===== config.mk =====
export PLATFORM = sky130hd
export DESIGN_NAME = multi_cycle_ctrl
export DESIGN_NICKNAME = d
export VERILOG_FILES = /design/src/rtl/multi_cpu_pkg.sv /design/src/rtl/mem_wait_timer.sv /design/src/rtl/multi_cycle_ctrl.sv
export SDC_FILE = /design/constraint.sdc
export NUM_CORES = 1
export LEC_CHECK = 0
export BUFFER_PORTS_ARGS = -buffer_cell sky130_fd_sc_hd__buf_4
export CAP_MARGIN = 30
export CORE_MARGIN = 10
export CORE_UTILIZATION = 53
export CTS_BUF_LIST = sky130_fd_sc_hd__clkbuf_8
export DETAILED_ROUTE_END_ITERATION = 16
export PLACE_DENSITY = 0.95
export SYNTH_ARGS = -nofsm -noshare
export SYNTH_HDL_FRONTEND = slang
export SYNTH_SLANG_ARGS = --single-unit

===== constraint.sdc =====
create_clock -name clk -period 3.8 [get_ports clk]
set_input_delay 0.19 -clock clk [delete_from_list [all_inputs] [get_ports clk]]
set_output_delay 0.19 -clock clk [all_outputs]
set_load 0.005 [all_outputs]

===== src/rtl/multi_cpu_pkg.sv =====
// Shared encodings for the multi-cycle CPU control path: FSM state codes,
// opcodes, datapath mux encodings and the ID-stage opcode decoder.
// Optional feature macro: MULTI_CTRL_JAL_EN (enables the JAL state).
package multi_cpu_pkg;

  typedef enum logic [3:0] {
    S_IF  = 4'd0,
    S_ID  = 4'd1,
    S_MA  = 4'd2,
    S_MRD = 4'd3,
    S_MWB = 4'd4,
    S_MWR = 4'd5,
    S_REX = 4'd6,
    S_RWB = 4'd7,
    S_BEQ = 4'd8,
    S_JMP = 4'd9,
    S_IEX = 4'd10,
    S_IWB = 4'd11,
    S_JAL = 4'd12
  } state_e;

  localparam logic [5:0] OP_RTYPE = 6'b000000;
  localparam logic [5:0] OP_LW    = 6'b100011;
  localparam logic [5:0] OP_SW    = 6'b101011;
  localparam logic [5:0] OP_BEQ   = 6'b000100;
  localparam logic [5:0] OP_J     = 6'b000010;
  localparam logic [5:0] OP_ADDI  = 6'b001000;
  localparam logic [5:0] OP_ORI   = 6'b001101;
  localparam logic [5:0] OP_JAL   = 6'b000011;

  localparam logic [1:0] ALUOP_ADD   = 2'b00;
  localparam logic [1:0] ALUOP_SUB   = 2'b01;
  localparam logic [1:0] ALUOP_FUNCT = 2'b10;
  localparam logic [1:0] ALUOP_IMM   = 2'b11;

  localparam logic [1:0] PCSRC_ALU    = 2'b00;
  localparam logic [1:0] PCSRC_ALUOUT = 2'b01;
  localparam logic [1:0] PCSRC_JUMP   = 2'b10;

  localparam logic [1:0] REGDST_RT = 2'b00;
  localparam logic [1:0] REGDST_RD = 2'b01;
  localparam logic [1:0] REGDST_RA = 2'b10;

  localparam logic [1:0] SRCB_REG    = 2'b00;
  localparam logic [1:0] SRCB_FOUR   = 2'b01;
  localparam logic [1:0] SRCB_IMM    = 2'b10;
  localparam logic [1:0] SRCB_BRANCH = 2'b11;

  // ID-stage dispatch; S_IF as the result marks an illegal opcode.
  function automatic state_e decode_op(input logic [5:0] op);
    state_e s;
    case (op)
      OP_RTYPE:        s = S_REX;
      OP_LW, OP_SW:    s = S_MA;
      OP_BEQ:          s = S_BEQ;
      OP_J:            s = S_JMP;
      OP_ADDI, OP_ORI: s = S_IEX;
`ifdef MULTI_CTRL_JAL_EN
      OP_JAL:          s = S_JAL;
`endif
      default:         s = S_IF;
    endcase
    return s;
  endfunction

endpackage


===== src/rtl/mem_wait_timer.sv =====
// Memory wait timer: counts consecutive stalled cycles while run is high and
// flags expiry combinationally on the MEM_TIMEOUT-th stalled cycle.
module mem_wait_timer #(
  parameter int unsigned MEM_TIMEOUT = 15
) (
  input  logic clk,
  input  logic rst,
  input  logic clr,
  input  logic run,
  output logic expired
);

  localparam int unsigned CW = (MEM_TIMEOUT > 1) ? $clog2(MEM_TIMEOUT) : 1;
  localparam logic [CW-1:0] LAST = CW'(MEM_TIMEOUT - 1);

  logic [CW-1:0] r_count;

  // Stall counter; clear has priority so an expiry restarts from zero.
  always_ff @(posedge clk or posedge rst) begin
    if (rst) begin
      r_count <= '0;
    end else if (clr) begin
      r_count <= '0;
    end else if (run) begin
      r_count <= r_count + CW'(1);
    end
  end

  assign expired = run && (r_count == LAST);

endmodule


===== src/rtl/multi_cycle_ctrl.sv =====
// Multi-cycle CPU main control FSM. Control outputs are decoded
// combinationally from state, cpu_en and mem_ready; mem_err is registered.
// Optional feature macro: MULTI_CTRL_JAL_EN (adds the JAL state).
module multi_cycle_ctrl
  import multi_cpu_pkg::*;
#(
  parameter int unsigned MEM_TIMEOUT = 15
) (
  input  logic       clk,
  input  logic       rst,
  input  logic       cpu_en,
  input  logic [5:0] op,
  input  logic       mem_ready,
  output logic       PCWrite,
  output logic       PCWriteCond,
  output logic       IorD,
  output logic       MemRead,
  output logic       MemWrite,
  output logic       MemtoReg,
  output logic       IRWrite,
  output logic       ALUSrcA,
  output logic       RegWrite,
  output logic [1:0] PCSource,
  output logic [1:0] ALUOp,
  output logic [1:0] ALUSrcB,
  output logic [1:0] RegDst,
  output logic [3:0] state,
  output logic       illegal,
  output logic       mem_err
);

  state_e r_state;
  logic   r_mem_err;
  state_e w_decoded;
  logic   w_wait_state;
  logic   w_run;
  logic   w_clr;
  logic   w_expired;

  assign w_decoded    = decode_op(op);
  assign w_wait_state = ((r_state == S_IF) && cpu_en) ||
                        (r_state == S_MRD) || (r_state == S_MWR);
  assign w_run        = w_wait_state && !mem_ready;
  // Any non-stalled cycle is either a state change or breaks the stall run.
  assign w_clr        = !w_run || w_expired;

  mem_wait_timer #(
    .MEM_TIMEOUT(MEM_TIMEOUT)
  ) u_timer (
    .clk     (clk),
    .rst     (rst),
    .clr     (w_clr),
    .run     (w_run),
    .expired (w_expired)
  );

  // State register and timeout error pulse; a timeout overrides any transition.
  always_ff @(posedge clk or posedge rst) begin
    if (rst) begin
      r_state   <= S_IF;
      r_mem_err <= 1'b0;
    end else begin
      r_mem_err <= w_expired;
      if (w_expired) begin
        r_state <= S_IF;
      end else begin
        case (r_state)
          S_IF:    if (cpu_en && mem_ready) r_state <= S_ID;
          S_ID:    r_state <= w_decoded;
          S_MA:    r_state <= (op == OP_LW) ? S_MRD : S_MWR;
          S_MRD:   if (mem_ready) r_state <= S_MWB;
          S_MWR:   if (mem_ready) r_state <= S_IF;
          S_REX:   r_state <= S_RWB;
          S_IEX:   r_state <= S_IWB;
          default: r_state <= S_IF;
        endcase
      end
    end
  end

  // Per-state control decode; everything not named for a state stays 0.
  always_comb begin
    PCWrite     = 1'b0;
    PCWriteCond = 1'b0;
    IorD        = 1'b0;
    MemRead     = 1'b0;
    MemWrite    = 1'b0;
    MemtoReg    = 1'b0;
    IRWrite     = 1'b0;
    ALUSrcA     = 1'b0;
    RegWrite    = 1'b0;
    PCSource    = PCSRC_ALU;
    ALUOp       = ALUOP_ADD;
    ALUSrcB     = SRCB_REG;
    RegDst      = REGDST_RT;
    illegal     = 1'b0;
    case (r_state)
      S_IF: begin
        MemRead = cpu_en;
        ALUSrcB = SRCB_FOUR;
        PCWrite = cpu_en && mem_ready;
        IRWrite = cpu_en && mem_ready;
      end
      S_ID: begin
        ALUSrcB = SRCB_BRANCH;
        illegal = (w_decoded == S_IF);
      end
      S_MA: begin
        ALUSrcA = 1'b1;
        ALUSrcB = SRCB_IMM;
      end
      S_MRD: begin
        IorD    = 1'b1;
        MemRead = 1'b1;
      end
      S_MWB: begin
        RegWrite = 1'b1;
        MemtoReg = 1'b1;
        RegDst   = REGDST_RT;
      end
      S_MWR: begin
        IorD     = 1'b1;
        MemWrite = 1'b1;
      end
      S_REX: begin
        ALUSrcA = 1'b1;
        ALUOp   = ALUOP_FUNCT;
      end
      S_RWB: begin
        RegWrite = 1'b1;
        RegDst   = REGDST_RD;
      end
      S_BEQ: begin
        ALUSrcA     = 1'b1;
        ALUOp       = ALUOP_SUB;
        PCWriteCond = 1'b1;
        PCSource    = PCSRC_ALUOUT;
      end
      S_JMP: begin
        PCWrite  = 1'b1;
        PCSource = PCSRC_JUMP;
      end
      S_IEX: begin
        ALUSrcA = 1'b1;
        ALUSrcB = SRCB_IMM;
        ALUOp   = ALUOP_IMM;
      end
      S_IWB: begin
        RegWrite = 1'b1;
        RegDst   = REGDST_RT;
      end
`ifdef MULTI_CTRL_JAL_EN
      S_JAL: begin
        PCWrite  = 1'b1;
        PCSource = PCSRC_JUMP;
        RegWrite = 1'b1;
        RegDst   = REGDST_RA;
      end
`endif
      default: ;
    endcase
  end

  assign state   = r_state;
  assign mem_err = r_mem_err;

endmodule


## Word-level counts from Yosys, hierarchy flattened

Cells that the tools add are included.

| storage, ports and cells | value |
|---|---|
| register bits | 9 |
| memory bits (read-only) | 0 |
| memory bits (writable) | 0 |
| input bits | 10 |
| latch bits | 0 |
| memories | 0 |
| output and inout bits | 23 |

| operators by class | value |
|---|---|
| order comparisons | 0 |
| shift-type cells | 0 |
| $mul | 0 |
| $add $sub $neg | 1 |
| mux-type cells | 23 |
| equal/unequal tests | 21 |
| divide/modulo/power cells | 0 |
| reductions and logical operators | 20 |
| bitwise operators | 0 |

Operators by type and width:

| kind | count |
|---|---|
| case mux 4 bit (7 select lines) | 1 |
| two-way mux 4 bit | 6 |
| == test 4 bit, second input constant | 5 |
| case mux 4 bit (5 select lines) | 1 |
| == test 4 x 3 -> 1 bit, second input constant | 4 |
| == test 6 x 4 -> 1 bit, second input constant | 2 |
| == test 6 bit, second input constant | 2 |
| case mux 2 bit (3 select lines) | 2 |
| two-way mux 1 bit | 9 |
| == test 4 x 2 -> 1 bit, second input constant | 2 |
| zero test 4 bit | 2 |
| OR reduction 2 bit | 4 |
| == test 6 x 2 -> 1 bit, second input constant | 1 |
| == test 6 x 3 -> 1 bit, second input constant | 1 |
| zero test 6 bit | 1 |
| inequality test 3 bit, second input constant | 2 |
| adder 4 x 1 -> 4 bit, second input constant | 1 |
| == test 4 x 1 -> 1 bit, second input constant | 1 |
| logical AND 1 bit | 4 |
| case mux 1 bit (2 select lines) | 2 |
| case mux 2 bit (2 select lines) | 1 |
| OR reduction 4 bit | 1 |
| logical OR 1 bit | 3 |
| two-way mux 3 bit | 1 |
| 5 further kinds | 6 |

## Longest topological paths before layout

| depth | value |
|---|---|
| depth in word-level cells | 8 |
| gate-level depth with buffers | 6 |

## Modules after synthesis

Synthesis repeated with hierarchy kept, for this count alone.

| second synthesis, totals | value |
|---|---|
| cells, all modules | 120 |
| area total of the unflattened synthesis | 890.9 um^2 |

By module, submodules not included:

| module | sequential area each (um^2) | area an instance (um^2) | instances | cells each |
|---|---|---|---|---|
| multi_cycle_ctrl | 125.1 | 664.4 | 1 | 99 |
| mem_wait_timer | 100.1 | 226.5 | 1 | 21 |

## Least setup slack after synthesis

No wires, ideal clock.

| timing path | value |
|---|---|
| path kind | register to register |
| start | register r_state[2] (netlist: state[2]) |
| end | register r_state[2] (netlist: state[2]) |
| library setup time | 0.073 ns |
| data required time | 3.727 ns |
| setup slack | 2.372 ns |
| stages on the path, launching flop included | 5 |
| clock period less this slack | 1.428 ns |
| arrival time | 1.355 ns |
| path buffers | 0 |
| path through | dfrtp_1 -> nand2b_1 -> o221a_1 -> a2111o_1 -> a21oi_2 |

| on the way | value |
|---|---|
| longest elaborated chain between the ends | 8 |
| elaborated cells between the ends (all ways) | 18 |
| those cells by class | 9 x eq/ne; 2 x mux; 7 x reduce/logical |

Ends and longest elaborated chain:

| element | RTL line | RTL |
|---|---|---|
| start: declaration | multi_cycle_ctrl.sv:32 | `state_e r_state;` |
| start signal: assignment | multi_cycle_ctrl.sv:69 | `S_ID: r_state <= w_decoded;` |
| start signal: assignment | multi_cycle_ctrl.sv:70 | `S_MA: r_state <= (op == OP_LW) ? S_MRD : S_MWR;` |
| zero test 4 bit | multi_cycle_ctrl.sv:41, multi_cycle_ctrl.sv:67 |  |
| logical AND 1 bit | multi_cycle_ctrl.sv:41 | `assign w_wait_state = ((r_state == S_IF) && cpu_en) \|\|` |
| logical OR 1 bit | multi_cycle_ctrl.sv:41 |  |
| logical OR 1 bit | multi_cycle_ctrl.sv:42 | `(r_state == S_MRD) \|\| (r_state == S_MWR);` |
| logical AND 1 bit | multi_cycle_ctrl.sv:43 | `assign w_run = w_wait_state && !mem_ready;` |
| logical AND 1 bit | mem_wait_timer.sv:29 | `assign expired = run && (r_count == LAST);` |
| inequality test 3 x 2 -> 1 bit (no line) or inequality test 3 bit (tied branches) | -- |  |
| AND reduction 3 bit (no line) | -- |  |

Parallel ways exist; a longest one is shown, timed or not.
A chain may end at the register's enable or synchronous reset.

## Worst setup path in the final report

| timing path | value |
|---|---|
| start | register r_state[1] (netlist: state[1]) |
| end | output PCWrite |

| on the way | value |
|---|---|
| longest elaborated chain between the ends | 2 |
| elaborated cells between the ends (all ways) | 3 |
| those cells by class | 1 x eq/ne; 1 x mux; 1 x reduce/logical |

Ends and longest elaborated chain:

| element | RTL line | RTL |
|---|---|---|
| == test 4 bit or zero test 4 bit (tied branches) | multi_cycle_ctrl.sv:97 | `case (r_state)` |
| case mux 1 bit (2 select lines) * | multi_cycle_ctrl.sv:97 |  |
| end: declaration | multi_cycle_ctrl.sv:14 | `output logic PCWrite,` |

Every way passes the cells marked *; elsewhere a longest branch is shown, timed or not.

==> reports/results.ini <==
[outcome]
outcome = finished, final reports clean

[route]
routedWlPerCell_um = 15.3
wirelength_um = 2350
num_vias = 904
drc = 0
ant_nets = 0
vias_per_cell = 5.91
drtIter0Drc = 30
dr.pass1.iters = 4

[layout]
syn_to_final_growth_pct = 32.1
fillers = 105
drive_above_1_share = 0.263
stdcell_count = 153
final_nets = 150
final_area_um2 = 1110
n_antenna_cell = 0

[power_and_ir_drop]
power.density_nw_per_um2 = 247
p_leak_nw = 0.526
worst_ir_drop_vdd_mv = 0.211

[grt]
grt_max_degree = 24
track_usage = 0.130
antenna_found_initial = 0
first_global_vias = 826
grt_overflow = 0
grt_pass1_wl_um = 3910

[synth]
async_reset_ff_frac = 1.00
synth_cell_types = 41
avgSynthCellArea_um2 = 7.69
syn_area_um2 = 838
synthCells = 109
ys.flop_type = dfrtp_1
ys_ff_latch = 9
synthesis.nets = 121
synth_seq_area_share = 0.269
synth_edf_count = 0
yosysWarningCount = 0

[floorplanning]
chipWidth_um = 59.8
die_y_um = 59.8
core-area_um2 = 1510
io_pins = 33
die-area_um2 = 3570
rows = 14
initial_core_util = 0.556

[timing]
setup_viol_count_final = 0
tightest_slew_ps = 649
fin_tns_setup_ps = 0
rsz0062_at_grt = no
report.final.slew_viol_count = 0
slew_headroom = 0.567
finalHoldViolations = 0
fin_crit_sh = 0.503
fin_skew_ps = 1.12
max_freq_ghz = 0.523
min_period_ps = 1910

[clock_tree]
cts-root-buf = clkbuf_8
cts_sinks = 9
hold_buffers = 1
numCtsBuffers = 3
cts_tree = done
cts_max_level = 1
clockBufferDepth = 2
cts.clk_slew.worst_paths_ps = 40
post_cts.repair.setup_buffers = 0
clk_latency_ps = 220
cts_resized = 0

[worst_hold_path]
min_path_type = input pin to register

[placed_design]
io_buffers = 31
hpwlAfterDp_um = 1820
dp_cells = 148
gp_congestion = 0.871
dpl-instance-area_um2 = 1050

[critical_path]
cp.arrival_ps = 1720
worstSetupPathType = register to output pin
crit_fanout = 23
worstSetupStartpointType = register
crit_required_ps = 3610
cp-end-kind = output pin

[job]
cap_viol_max_count = 0

## layout by cell type (no fill, tap or decap), types with 2 or more instances in the layout
cell type	count
nor3_1	4
nor2b_1	4
o21ai_1	2
nor4b_1	2
ha_1	2
nand2b_1	5
xnor2_1	2
clkbuf_8	3
nor4_1	5
xor2_1	2
nor2_1	16
dfrtp_1	9
nand2_1	4
inv_1	5
buf_4	31
nand3_1	3
and2_1	2
nor3b_1	4
and4b_1	3
o21ai_0	2
a21oi_1	6
a211o_1	2
## metal layers
metal  global-route usage  share of wire
met2                0.219           0.48
met3               0.0424           0.12
met4               0.0192              0
met1                0.160           0.40
met5                    0              0
## power breakdown
part	switching (mW)	internal, mW	leakage (nW)
clock	0.0337	0.0700	0.0269
sequential	0.00798	0.0988	0.124
combinational	0.0305	0.0327	0.375
## Yosys cell counts, types with 2 or more instances
master	count	share of area
a21oi_1	6	0.036
nor4_1	5	0.037
xor2_1	2	0.021
nor4b_1	2	0.021
nor2_1	16	0.072
nor3b_1	4	0.036
nor3_1	4	0.024
nor2b_1	4	0.030
o21ai_0	2	0.012
nand2b_1	5	0.037
a211o_1	2	0.021
and4b_1	3	0.036
buf_2	4	0.024
and2_1	2	0.015
xnor2_1	2	0.021
nand3_1	3	0.018
inv_1	4	0.018
ha_1	2	0.030
clkbuf_1	3	0.013
o21ai_1	2	0.012
dfrtp_1	9	0.27
nand2_1	4	0.018
## worst max-delay path, stage by stage (launching register included)
cell	delay, ps
dfrtp_1	750
nor3_1	140
and4b_1	250
or2_1	220
buf_4	130
## state kept, by name, summed over array words and instances (netlist names)
name / flops
mem_err: 1
state: 4
u_timer.r_count: 4
## metrics by stage
step / utilization / total power, mW / hold WS, ps / setup slack (ps)
4_1_cts: 0.735 / 0.277 / 181 / 1890
6_report: 0.735 / 0.274 / 185 / 1890
3_3_place_gp: 0.699 / 0.168 / 168 / 2170
3_5_place_dp: 0.699 / 0.170 / 180 / 2140
2_1_floorplan: - / 0.141 / 17.9 / 2370
5_1_grt: 0.735 / 0.291 / 197 / 1770
## cell type report
type	count	area [µm²]	area share
Multi-Input combinational cell	88	559	0.505
Timing Repair Buffer	32	243	0.219
Sequential cell	9	225	0.203
Clock buffer	3	41.3	0.0373
Tap cell	16	20.0	0.0181
Inverter	4	15.0	0.0136
Clock inverter	1	3.75	0.00339
## cells by family (layout without fill, tap and decap cells)
| logic type | Yosys count | after routing | synth area share |
|---|---|---|---|
| DFF | 9 | 9 | 0.269 |
| AOI/OAI and AO/OA | 22 | 22 | 0.184 |
| xor gates and xnor gates | 4 | 4 | 0.0418 |
| buffers and inverters | 12 | 40 | 0.0642 |
| adders and majority gates | 2 | 2 | 0.0298 |
| and+or+nand+nor | 59 | 59 | 0.407 |
| other | 1 | 1 | 0.00447 |
## path summary, 6_finish.rpt
| path | to | startpoint | cells after the start | slack, ps |
|---|---|---|---|---|
| min reg2reg | u_timer.r_count[0] | u_timer.r_count[0] | 1 | 480 |
| max in group asynchronous | state[1] | rst | 3 | 3010 |
| min in group asynchronous | mem_err | rst | 3 | 540 |
| max reg2reg | state[2] | state[0] | 4 | 2110 |
| min | mem_err | mem_ready | 2 | 190 |
| max | PCWrite | state[1] | 4 | 1890 |
(Power assumes the default switching activity.)
